==> src/rtl/cache_ram_arbiter_if.sv <==
// cache_ram_arbiter_if: requester and RAM-side line-transfer signals of the cache/RAM arbiter
interface cache_ram_arbiter_if #(
  parameter int CASH_MEM_WIDTH = 128,
  parameter int ADDR_SIZE      = 14
);
  logic                      r0_aval;
  logic                      r0_wr;
  logic [ADDR_SIZE-1:0]      r0_addr;
  logic [CASH_MEM_WIDTH-1:0] r0_data_in;
  logic                      r0_ack;
  logic [CASH_MEM_WIDTH-1:0] r0_data_out;
  logic                      r1_aval;
  logic                      r1_wr;
  logic [ADDR_SIZE-1:0]      r1_addr;
  logic [CASH_MEM_WIDTH-1:0] r1_data_in;
  logic                      r1_ack;
  logic [CASH_MEM_WIDTH-1:0] r1_data_out;
  logic                      m_aval;
  logic                      m_wr;
  logic [ADDR_SIZE-1:0]      m_addr;
  logic [CASH_MEM_WIDTH-1:0] m_data_out;
  logic [CASH_MEM_WIDTH-1:0] m_data_in;
  logic                      m_ack;
  logic                      grant;
  logic                      busy;
  logic                      timeout_err;
  modport slave (
    input  r0_aval, r0_wr, r0_addr, r0_data_in, r1_aval, r1_wr, r1_addr, r1_data_in, m_data_in, m_ack,
    output r0_ack, r0_data_out, r1_ack, r1_data_out, m_aval, m_wr, m_addr, m_data_out, grant, busy, timeout_err
  );
  modport master (
    output r0_aval, r0_wr, r0_addr, r0_data_in, r1_aval, r1_wr, r1_addr, r1_data_in, m_data_in, m_ack,
    input  r0_ack, r0_data_out, r1_ack, r1_data_out, m_aval, m_wr, m_addr, m_data_out, grant, busy, timeout_err
  );
endinterface

==> src/rtl/cache_ram_arbiter.sv <==
// cache_ram_arbiter: round-robin sharing of one RAM line port between two cache requesters
module cache_ram_arbiter #(
  parameter int CASH_MEM_WIDTH = 128,
  parameter int ADDR_SIZE      = 14,
  parameter int TIMEOUT        = 255,
  parameter int TO_WIDTH       = 8
) (
  input logic                c_clk,
  input logic                c_reset,
  cache_ram_arbiter_if.slave bus
);
  typedef enum logic [1:0] {IDLE, ISSUE, WAIT, RESP} state_t;
  state_t              state, nxt;
  logic                ptr;
  logic [1:0]          mask;
  logic [TO_WIDTH-1:0] cnt;
  logic                e0, e1, gnt_v, gnt_sel, to_hit, done;
  // decode: eligibility, grant choice and transaction completion
  always_comb begin
    e0      = bus.r0_aval && !mask[0];
    e1      = bus.r1_aval && !mask[1];
    gnt_v   = (state == IDLE) && (e0 || e1);
    gnt_sel = (e0 && e1) ? ptr : e1;
    to_hit  = cnt == TO_WIDTH'(TIMEOUT - 1);
    done    = (state == WAIT) && (bus.m_ack || to_hit);
  end
  // next-state selection
  always_comb begin
    nxt = (state == IDLE)  ? (gnt_v ? ISSUE : IDLE) :
          (state == ISSUE) ? WAIT :
          (state == WAIT)  ? (done ? RESP : WAIT) : IDLE;
  end
  // state register
  always_ff @(posedge c_clk) begin
    state <= c_reset ? IDLE : nxt;
  end
  // registered outputs, arbitration bookkeeping and watchdog
  always_ff @(posedge c_clk) begin
    if (c_reset) begin
      bus.m_aval      <= 1'b0;
      bus.m_wr        <= 1'b0;
      bus.m_addr      <= {ADDR_SIZE{1'b0}};
      bus.m_data_out  <= {CASH_MEM_WIDTH{1'b0}};
      bus.r0_ack      <= 1'b0;
      bus.r1_ack      <= 1'b0;
      bus.r0_data_out <= {CASH_MEM_WIDTH{1'b0}};
      bus.r1_data_out <= {CASH_MEM_WIDTH{1'b0}};
      bus.grant       <= 1'b0;
      bus.busy        <= 1'b0;
      bus.timeout_err <= 1'b0;
      ptr             <= 1'b0;
      mask            <= 2'b00;
      cnt             <= '0;
    end else begin
      bus.m_aval <= gnt_v;
      bus.busy   <= nxt != IDLE;
      bus.r0_ack <= done && !bus.grant;
      bus.r1_ack <= done && bus.grant;
      mask       <= (state == RESP) ? {bus.grant, !bus.grant} : 2'b00;
      cnt        <= (state == WAIT) ? cnt + 1'b1 : '0;
      if (state == RESP) ptr <= !bus.grant;
      if (gnt_v) begin
        bus.grant      <= gnt_sel;
        bus.m_wr       <= gnt_sel ? bus.r1_wr : bus.r0_wr;
        bus.m_addr     <= gnt_sel ? bus.r1_addr : bus.r0_addr;
        bus.m_data_out <= gnt_sel ? bus.r1_data_in : bus.r0_data_in;
      end
      if (done && !bus.m_ack) bus.timeout_err <= 1'b1;
      if (done && !bus.m_wr && !bus.grant) bus.r0_data_out <= bus.m_ack ? bus.m_data_in : {CASH_MEM_WIDTH{1'b0}};
      if (done && !bus.m_wr && bus.grant) bus.r1_data_out <= bus.m_ack ? bus.m_data_in : {CASH_MEM_WIDTH{1'b0}};
    end
  end
endmodule

==> src/flat_wrapper.sv <==
// flat-port wrapper written by rule: the top's interface ports become plain ports
module cache_ram_arbiter_flat 
#(
  parameter int CASH_MEM_WIDTH = 128,
  parameter int ADDR_SIZE      = 14,
  parameter int TIMEOUT        = 255,
  parameter int TO_WIDTH       = 8
)
  (c_clk, c_reset, bus_r0_aval, bus_r0_wr, bus_r0_addr, bus_r0_data_in, bus_r1_aval, bus_r1_wr, bus_r1_addr, bus_r1_data_in, bus_m_data_in, bus_m_ack, bus_r0_ack, bus_r0_data_out, bus_r1_ack, bus_r1_data_out, bus_m_aval, bus_m_wr, bus_m_addr, bus_m_data_out, bus_grant, bus_busy, bus_timeout_err);
  cache_ram_arbiter_if #(.CASH_MEM_WIDTH(CASH_MEM_WIDTH), .ADDR_SIZE(ADDR_SIZE)) bus_i ();
  input logic c_clk;
  input logic c_reset;
  input wire logic [$bits(bus_i.r0_aval)-1:0] bus_r0_aval;
  input wire logic [$bits(bus_i.r0_wr)-1:0] bus_r0_wr;
  input wire logic [$bits(bus_i.r0_addr)-1:0] bus_r0_addr;
  input wire logic [$bits(bus_i.r0_data_in)-1:0] bus_r0_data_in;
  input wire logic [$bits(bus_i.r1_aval)-1:0] bus_r1_aval;
  input wire logic [$bits(bus_i.r1_wr)-1:0] bus_r1_wr;
  input wire logic [$bits(bus_i.r1_addr)-1:0] bus_r1_addr;
  input wire logic [$bits(bus_i.r1_data_in)-1:0] bus_r1_data_in;
  input wire logic [$bits(bus_i.m_data_in)-1:0] bus_m_data_in;
  input wire logic [$bits(bus_i.m_ack)-1:0] bus_m_ack;
  output wire logic [$bits(bus_i.r0_ack)-1:0] bus_r0_ack;
  output wire logic [$bits(bus_i.r0_data_out)-1:0] bus_r0_data_out;
  output wire logic [$bits(bus_i.r1_ack)-1:0] bus_r1_ack;
  output wire logic [$bits(bus_i.r1_data_out)-1:0] bus_r1_data_out;
  output wire logic [$bits(bus_i.m_aval)-1:0] bus_m_aval;
  output wire logic [$bits(bus_i.m_wr)-1:0] bus_m_wr;
  output wire logic [$bits(bus_i.m_addr)-1:0] bus_m_addr;
  output wire logic [$bits(bus_i.m_data_out)-1:0] bus_m_data_out;
  output wire logic [$bits(bus_i.grant)-1:0] bus_grant;
  output wire logic [$bits(bus_i.busy)-1:0] bus_busy;
  output wire logic [$bits(bus_i.timeout_err)-1:0] bus_timeout_err;
  assign bus_i.r0_aval = bus_r0_aval;
  assign bus_i.r0_wr = bus_r0_wr;
  assign bus_i.r0_addr = bus_r0_addr;
  assign bus_i.r0_data_in = bus_r0_data_in;
  assign bus_i.r1_aval = bus_r1_aval;
  assign bus_i.r1_wr = bus_r1_wr;
  assign bus_i.r1_addr = bus_r1_addr;
  assign bus_i.r1_data_in = bus_r1_data_in;
  assign bus_i.m_data_in = bus_m_data_in;
  assign bus_i.m_ack = bus_m_ack;
  assign bus_r0_ack = bus_i.r0_ack;
  assign bus_r0_data_out = bus_i.r0_data_out;
  assign bus_r1_ack = bus_i.r1_ack;
  assign bus_r1_data_out = bus_i.r1_data_out;
  assign bus_m_aval = bus_i.m_aval;
  assign bus_m_wr = bus_i.m_wr;
  assign bus_m_addr = bus_i.m_addr;
  assign bus_m_data_out = bus_i.m_data_out;
  assign bus_grant = bus_i.grant;
  assign bus_busy = bus_i.busy;
  assign bus_timeout_err = bus_i.timeout_err;
  cache_ram_arbiter #(.CASH_MEM_WIDTH(CASH_MEM_WIDTH), .ADDR_SIZE(ADDR_SIZE), .TIMEOUT(TIMEOUT), .TO_WIDTH(TO_WIDTH)) u_core (.c_clk(c_clk), .c_reset(c_reset), .bus(bus_i));
endmodule
==> config.mk <==
export PLATFORM = sky130hd
export DESIGN_NAME = cache_ram_arbiter_flat
export DESIGN_NICKNAME = d
export VERILOG_FILES = /design/src/rtl/cache_ram_arbiter_if.sv /design/src/rtl/cache_ram_arbiter.sv /design/src/flat_wrapper.sv
export SDC_FILE = /design/constraint.sdc
export NUM_CORES = 1
export LEC_CHECK = 0
export CORE_AREA = 4 4 319 321
export DETAILED_ROUTE_END_ITERATION = 7
export DIE_AREA = 0 0 323 325
export PLACE_DENSITY = 0.48
export SLEW_MARGIN = 10
export SYNTH_ARGS = -nofsm -noshare
export SYNTH_HDL_FRONTEND = slang
export SYNTH_SLANG_ARGS = --single-unit
==> constraint.sdc <==
create_clock -name c_clk -period 1.9 [get_ports c_clk]
set_clock_uncertainty 0.15 [all_clocks]
set_input_delay 0.285 -clock c_clk [delete_from_list [all_inputs] [get_ports c_clk]]
set_output_delay 0.285 -clock c_clk [all_outputs]
set_load 0.02 [all_outputs]
Word-level counts from Yosys, hierarchy flattened
Cells that the tools add are included.
{ "classes": {"n_addsub": 1, "mul": 0, "n_div": 0, "order_cmp": 0, "eq_ne": 4, "n_shift": 0, "n_mux": 10, "bitwise_logic": 2, "n_reduce_logical": 22} }
{ "ops": {"columns": ["op", "count"], "rows": [
  ["$mux 128", 2],
  ["$mux 14", 1],
  ["$logic_and 1x1->1", 11],
  ["$add 8x1->8 const B", 1],
  ["$eq 8x8->1 const B", 1],
  ["$mux 2", 3],
  ["$logic_not 1->1", 5],
  ["$eq 2x2->1 const B", 2],
  ["$mux 1", 4],
  ["$reduce_or 2->1", 2],
  ["$eq 2x1->1 const B", 1],
  ["$logic_not 2->1", 1],
  ["$logic_or 1x1->1", 2],
  ["$not 1->1", 2],
  ["$reduce_bool 2->1", 1]
]} }
{ "word_totals": {"ff_bits": 418, "latch_bits": 0, "mem_bits_rw": 0, "mem_bits_ro": 0, "inputBits": 419, "out_inout_bits": 405, "wordCells": 54, "n_memories": 0} }

Depth between registers and ports, before layout
Gate-level depths: netlist of run 1.
{ "logic_depth": {"ltp_word": 8, "ltp_mapped": 9, "mapped_depth_nobuf": 6} }

Worst setup path after synthesis of run 1
No wires, ideal clock.
{ "synth_path": {"path_type": "register to register", "from": "reg u_core.state[0]", "to": "reg u_core.bus.r0_data_out[106]", "setup_ps": 70, "arrival_time_ps": 1661, "t_required_ps": 1680, "path_slack_ps": 18, "path_stages_with_launch": 10, "path_buffers": 3, "period_less_slack_ps": 1882, "path_cell_list": "dfxtp_1 inv_1 ha_1 and2_1 buf_2 a31oi_4 buf_4 clkbuf_2 o21ai_0 a21oi_1"} }
{ "synth_between": {"elab_chain_len": 4} }
{ "synth_lines": {"columns": ["element", "line", "text"], "rows": [
  ["start, declared", "cache_ram_arbiter.sv:13", "state_t state, nxt;"],
  ["start signal, assigned", "cache_ram_arbiter.sv:35", "state <= c_reset ? IDLE : nxt;"],
  ["$eq 2x2->1", "cache_ram_arbiter.sv:25", "done = (state == WAIT) && (bus.m_ack || to_hit);"],
  ["$logic_and 1x1->1", "cache_ram_arbiter.sv:25", null],
  ["$logic_and 1x1->1 (2 in a row)", "cache_ram_arbiter.sv:69", "if (done && !bus.m_wr && !bus.grant) bus.r0_data_out <= bus.m_ack ? bus.m_data_in : {CASH_MEM_WIDTH{1'b0}};"],
  ["end signal, assigned", "cache_ram_arbiter.sv:46", "bus.r0_data_out <= {CASH_MEM_WIDTH{1'b0}};"],
  ["end signal, assigned", "cache_ram_arbiter.sv:69", null],
  ["end, declared", "cache_ram_arbiter_if.sv:29", "output r0_ack, r0_data_out, r1_ack, r1_data_out, m_aval, m_wr, m_addr, m_data_out, grant, busy, timeout_err"]
]} }
Every way passes these cells.
A chain may end at the register's enable or synchronous reset.

Worst setup path in the final report of run 1
{ "layout_path": {"from": "reg u_core.cnt[0]", "to": "reg u_core.bus.r1_data_out[87]"} }
{ "layout_between": {"elab_chain_len": 5} }
{ "layout_lines": {"columns": ["element", "line", "text"], "rows": [
  ["start, declared", "cache_ram_arbiter.sv:16", "logic [TO_WIDTH-1:0] cnt;"],
  ["start signal, assigned", "cache_ram_arbiter.sv:60", "cnt <= (state == WAIT) ? cnt + 1'b1 : '0;"],
  ["$eq 8x8->1", "cache_ram_arbiter.sv:24", "to_hit = cnt == TO_WIDTH'(TIMEOUT - 1);"],
  ["$logic_or 1x1->1", "cache_ram_arbiter.sv:25", null],
  ["$logic_and 1x1->1", "cache_ram_arbiter.sv:25", null],
  ["$logic_and 1x1->1 (2 in a row)", "cache_ram_arbiter.sv:70", "if (done && !bus.m_wr && bus.grant) bus.r1_data_out <= bus.m_ack ? bus.m_data_in : {CASH_MEM_WIDTH{1'b0}};"],
  ["end signal, assigned", "cache_ram_arbiter.sv:47", "bus.r1_data_out <= {CASH_MEM_WIDTH{1'b0}};"],
  ["end signal, assigned", "cache_ram_arbiter.sv:70", null],
  ["end, declared", "cache_ram_arbiter_if.sv:29", null]
]} }
Every way passes these cells.

==> results of run 1 <==
[through the flow]
step	total power [uW]	setup slack, ns	util, %	setup TNS [ns]
after floorplan	13600	0.0182	-	0
after global placement	18100	-0.366	27.3	-119.27
after detailed placement	18100	-0.398	27.3	-124.70
after CTS	28400	-0.211	30.1	-34.29
after global routing	30000	-0.193	31.0	-31.35
final	28600	-0.102	31.0	-9.22
[layout by cell type (no fill, tap or decap), types with 9 or more instances in the layout]
cell type        count
buf_4              107
o21ai_2            174
nand2_1            147
dfxtp_1            412
clkdlybuf4s50_1    417
buf_12              49
o21ai_1             55
dlygate4sd2_1      380
buf_16              12
clkdlybuf4s15_1     13
dlygate4sd3_1       14
a21oi_1            351
a21oi_2             51
buf_8               17
clkbuf_16           70
clkinv_2            10
a211oi_1           134
buf_6               16
clkbuf_1            13
o21ai_0             22
a211oi_2             9
clkbuf_8            11
nand3_1            260
nor2_1             154
[worst min-delay path, stage by stage]
cell,delay [ns]
clkdlybuf4s50_1,0.39
nand2_1,0.05
a211oi_1,0.05
[final cells by class]
type	count	share of cell area [%]
flip-flops and latches	418	27.2
diodes	8	0.0650
inverters	5	0.0610
clock inverters	15	0.459
clock buffers	75	4.80
repair buffers	1056	35.4
multi-input cells	1403	26.7
well taps	1298	5.28
[cells by family after synthesis]
family,Yosys count,share of synthesized area (%)
AO/OA/AOI/OAI,807,26.8
AND/OR/NAND/NOR,583,15.6
flip-flops,418,50.7
buffers and inverters,228,6.05
adder cells (fa/ha/maj),6,0.455
XOR/XNOR,5,0.266
multiplexers,1,0.0607
[worst paths after layout]
kind | end | startpoint | depth (start not counted)
worst max-delay path | u_core.bus.r1_data_out[87] | u_core.cnt[0] | 9
worst min-delay path | u_core.bus.m_data_out[16] | bus_r0_data_in[16] | 3
worst min register to register | u_core.bus.r1_data_out[123] | u_core.bus.r1_data_out[123] | 2
worst max register to register | u_core.bus.r1_data_out[87] | u_core.cnt[0] | 9
[report_power, final]
group	total [uW]	internal, uW	switching, uW	leakage, uW
clock	9710	5510	4190	0.000804
sequential	9970	9520	447	0.00341
combinational	8880	3790	5080	0.00833
[sequential cells by signal, summed over array words and instances, names as in the netlist]
signal and cells:
u_core.state 2, u_core.bus.r0_ack 1, u_core.bus.m_wr 1, u_core.bus.r0_data_out 128, u_core.bus.busy 1, u_core.bus.timeout_err 1, u_core.bus.r1_data_out 128, u_core.bus.r1_ack 1
u_core.bus.m_data_out 128, u_core.ptr 1, u_core.mask 2, u_core.bus.m_addr 14, u_core.bus.m_aval 1, u_core.bus.grant 1, u_core.cnt 8
[layer usage]
layer  GRT usage [%]  vias to the layer above
met5               0                        -
met4            5.57                       16
met3            5.39                      144
met2            27.0                      665
met1            19.6                     9077
li1                -                     9097
[repair_timing]
| action | in CTS | in global routing |
|---|---|---|
| setup buffers | 27 | 15 |
| hold buffers | 14 | 0 |
| resized for setup | 763 | 279 |
| endpoints found under the hold margin | 40 | 0 |
| setup endpoints to repair | 717 | 403 |
| cloned | 19 | 21 |
| pin swaps | 218 | 197 |
==> flow_summary_export.csv, run 1 <==
group,metric,value,unit
run_status,outcome,"finished with violations",
run_status,violations,"negative setup slack",
finish,syn_to_final_growth,86.6,%
clock_tree,insertion_delay,0.62,ns
critical_path,crit_type,"reg2reg",
die,start_util,16.6,%
route,m1WireLength,38.8,mm
route,finalWirelength,94.0,mm
finish,fin_cells,4278,
critical_path,crit_slowest_cell,"dfxtp_2",
grt,grt_pass1_vias,19000,
logic_synthesis,synth_top_cell_area_share,50.7,%
logic_synthesis,netlist_area,0.0165,sq mm
logic_synthesis,ys_seq_area_share,50.7,%
power,powerDensity,928,mW/mm^2
clock_tree,htreeDepth,2,
logic_synthesis,yosys_warnings,0,
sta,whs,0.0709,ns
clock_tree,clockBufferDepth,3,
critical_path,crit_arrival,2.39,ns
critical_path,critical_path_buf_inv_count,4,
route,routedWlPerCell,22.0,um
clock_tree,clkTransAtPathRegs,0.06,ns
critical_path,cp.required,2.29,ns
route,via_per_inst,4.44,
die,rows,116,
critical_path,setup.worst_path.start_class,"flip-flop",
grt,grt_use_total,16.3,%
sta,layout_setup_ws,-0.102,ns
placed_design,place_inst,4106,
logic_synthesis,synth.most_common_cell,"dfxtp_1",
placed_design,gp_congestion,0.852,
sta,slew_violations,0,
sta,rsz0062_at_grt,"true",
route,drtAntennaViolNets,0,
finish,regArea,0.00838,sq mm
sta,setup_viol,207,
placed_design,place_hpwl,65.0,mm
die,die_h,325,um
power,ir_worst_vdd,0.000594,V
power,leakagePower,0.0125,uW
clock_tree,cts_sinks,418,
sta,min_period,2.00,ns
logic_synthesis,syn_avg_cell_area,8.05,sq um
die,dieArea,0.105,sq mm
grt,grt_pass1_wl,129,mm
logic_synthesis,async_flop_share,0,%
finish,stdcell_area,0.0308,sq mm
clock_tree,cts_tree,"built",
logic_synthesis,ys_types,35,
logic_synthesis,synth_area_leader_cell,"dfxtp_1",
logic_synthesis,synth-edff-count,0,
finish,multi_input_comb_area,0.00823,sq mm
route,drc,0,
logic_synthesis,synth_nets,2473,
finish,final_nets,3360,
finish,drive_gt1_share,19.4,%
route,drt_iter0_drc,1125,
logic_synthesis,synthFlopType,"dfxtp_1",
flow_run,cap_violations,0,
grt,grt_start_max_net_pins,66,
logic_synthesis,synthTopCellsByCount,"dfxtp_1 (418), a21oi_1 (402), nand3_1 (260), o21ai_0 (245), nor2_1 (156)",
critical_path,r2r_slack,-0.10,ns
sta,slew_headroom,65.8,%
sta,hold_viol_final,0,
clock_tree,cts_made_buffers,51,
route,top_layer,"met5",
logic_synthesis,netlist_instances,2048,
min_path,hp-class,"in2reg",
placed_design,placed_cell_area,0.0271,sq mm
route,met2RoutedLength,44.4,mm
logic_synthesis,synth_area_leaders,"dfxtp_1 (51%), a21oi_1 (12%), nand3_1 (7.9%), o21ai_0 (7.4%), a211oi_1 (6.5%)",
critical_path,cpPeakStageDelay,0.33,ns
sta,min_period_over_period,105,%
sta,fmaxAchievable,0.500,GHz
sta,worst_pin_slew,0.513,ns
route,vias,19000,
critical_path,endpoint_kind,"flip-flop",
critical_path,cp_max_fo,11,
logic_synthesis,ys_seq_elements,418,
placed_design,portBuffers,823,
die,fp.dieW,323,um
route,dr_wl_met3,7.86,mm
route,drtPass1Iterations,5,
die,core_area,0.0993,sq mm
grt,grt_antenna_before_repair,18,
die,io_pins,824,
finish,num-fill-cells,10700,
critical_path,critPathTopFamily,"buffers and inverters",
clock_tree,cts_root_buffer,"clkbuf_16",
grt,grt_overflow,0,
critical_path,cp_cell_sequence,"inv_2, ha_4, and4_4, a31oi_4, buf_8, buf_16, clkbuf_16, o21ai_1, a21oi_1",
(Power assumes the default switching activity.)
==> run 2: changes to the inputs <==
TNS_END_PERCENT = 50   (was unset)
==> flow_summary_export.csv, run 2 (synthesis gave the netlist of run 1 again) <==
group,metric,value,unit
run_status,outcome,"finished with violations",
run_status,violations,"negative setup slack",
critical_path,cpPeakStageDelay,0.33,ns
finish,top_regs,"u_core.bus.m_data_out: 128 flops, u_core.bus.r0_data_out: 128 flops, u_core.bus.r1_data_out: 128 flops",
critical_path,setup.worst_path.start_class,"flip-flop",
grt,grt_antenna_before_repair,19,
sta,fmaxAchievable,0.489,GHz
sta,rsz0062_at_grt,"true",
clock_tree,htreeDepth,2,
critical_path,cp_cell_sequence,"inv_2, ha_4, and4_4, a31oi_4, buf_8, clkbuf_16, clkbuf_16, o21ai_1, a21oi_1",
power,powerDensity,919,mW/mm^2
clock_tree,insertion_delay,0.62,ns
placed_design,place_hpwl,65.0,mm
finish,final_nets,3347,
power,power,28400,uW
grt,grt_start_max_net_pins,66,
min_path,hp-class,"in2reg",
placed_design,gp_congestion,0.852,
critical_path,crit_slowest_cell,"dfxtp_2",
route,vias,18900,
die,die_h,325,um
finish,final_common_cell,"clkdlybuf4s50_1",
placed_design,placed_cell_area,0.0271,sq mm
placed_design,pre_cts_ws,-0.398,ns
route,drc,0,
finish,fin_cells,4266,
finish,syn_to_final_growth,87.2,%
power,p_int,18800,uW
sta,slew_headroom,66.1,%
sta,min_period,2.04,ns
power,swShare,33.6,%
critical_path,crit_path_frequent_cell,"clkbuf_16",
grt,grt_pass1_vias,18800,
grt,grt_overflow,0,
power,leakagePower,0.0131,uW
sta,setup_viol,313,
critical_path,crit_arrival,2.43,ns
sta,hold_viol_final,0,
die,fp.dieW,323,um
power,p_sw,9530,uW
placed_design,place_inst,4106,
flow_run,cap_violations,0,
clock_tree,clockBufferDepth,3,
power,ir_worst_vdd,0.000589,V
die,start_util,16.6,%
clock_tree,cts_root_buffer,"clkbuf_16",
route,via_per_inst,4.43,
route,routedWlPerCell,21.7,um
critical_path,endpoint_kind,"flip-flop",
finish,stdcell_area,0.0309,sq mm
route,finalWirelength,92.4,mm
placed_design,portBuffers,823,
die,dieArea,0.105,sq mm
die,core_area,0.0993,sq mm
finish,layout_common_cells,"clkdlybuf4s50_1 (541), dfxtp_1 (413), a21oi_1 (378)",
sta,min_period_over_period,108,%
route,drtPass1Iterations,5,
critical_path,cp_max_fo,9,
grt,grt_pass1_wl,128,mm
clock_tree,clkTransAtPathRegs,0.06,ns
die,rows,116,
sta,worst_pin_slew,0.508,ns
power,p_seq_share,35.1,%
critical_path,cp.required,2.29,ns
finish,drive_gt1_share,16.9,%
critical_path,critPathTopFamily,"buffers and inverters",
route,drt_iter0_drc,1143,
power,pwr-share-clk,34.2,%
sta,layout_setup_ws,-0.145,ns
sta,slew_violations,0,
route,drtAntennaViolNets,0,
grt,grt_use_total,16.1,%
critical_path,critical_path_buf_inv_count,4,
clock_tree,cts_tree,"built",
clock_tree,cts_made_buffers,51,
power,comb_power_share,30.7,%
clock_tree,cts_sinks,418,
finish,utilization,31.1,%
die,io_pins,824,
critical_path,crit_type,"reg2reg",
## run 2: changes by cell type in the layout (fill, tap and decap cells not counted), sizes merged
cell / before / now
clkdlybuf4s15: 19 / 16
diode: 8 / 9
clkbuf: 98 / 92
clkdlybuf4s50: 417 / 541
dlymetal6s2s: 0 / 92
nand2: 149 / 148
dlygate4sd2: 380 / 171
buf: 203 / 193
## run 2: what timing repair did
action / 4_1_cts / 5_1_grt
hold endpoints to repair: 40 / 0
cloned: 15 / 19
gates resized for setup: 357 / 443
setup endpoints to repair: 717 / 624
hold buffers: 14 / 0
setup buffers: 11 / 11
pin swaps: 95 / 250
## run 2: worst paths after layout
check	start	end	slack, ns	cells after the start
worst min register to register	u_core.bus.r1_data_out[43]	u_core.bus.r1_data_out[43]	0.30	2
worst max-delay path	u_core.cnt[0]	u_core.bus.r1_data_out[64]	-0.14	9
worst max register to register	u_core.cnt[0]	u_core.bus.r1_data_out[64]	-0.14	9
worst min-delay path	bus_r0_data_in[30]	u_core.bus.m_data_out[30]	0.07	3
## run 2: area by class of cell
cell class | instances | area, sq um
clock buffers | 75 | 1480
inverters | 5 | 18.8
repair buffers | 1044 | 11200
flip-flops and latches | 418 | 8370
multi-input cells | 1402 | 7980
clock inverters | 15 | 141
fillers | 10600 | 68400
well taps | 1298 | 1620
diodes | 9 | 22.5
## run 2: layer usage
metal / wire length, um / vias up / GRT usage [%]
met1: 38300 / 8984 / 19.4
met3: 7970 / 147 / 5.54
met4: 2950 / 14 / 5.87
met5: 88 / - / 0
met2: 43000 / 697 / 26.5
li1: - / 9061 / -
## run 2: worst min-delay path, cell delays in order
cell	delay, ns
clkdlybuf4s50_1	0.40
nand2_1	0.06
a211oi_1	0.05
## run 2: through the flow
stage	hold slack, ns	TNS, ns
floorplan	0.276	0
global placement	0.311	-119.27
detailed placement	0.316	-124.70
CTS	0.0000143	-75.34
global route	0.0178	-65.11
finish	0.0739	-26.19
## run 2: power by group through the flow
stage | Combinational (uW) | Clock (uW) | Sequential, uW
2_1_floorplan | 2630 | 0 | 11000
6_report | 8700 | 9700 | 9970
4_1_cts | 8200 | 10100 | 9960
3_3_place_gp | 8010 | 0 | 10100
5_1_grt | 9350 | 10400 | 10000
3_5_place_dp | 7970 | 0 | 10100
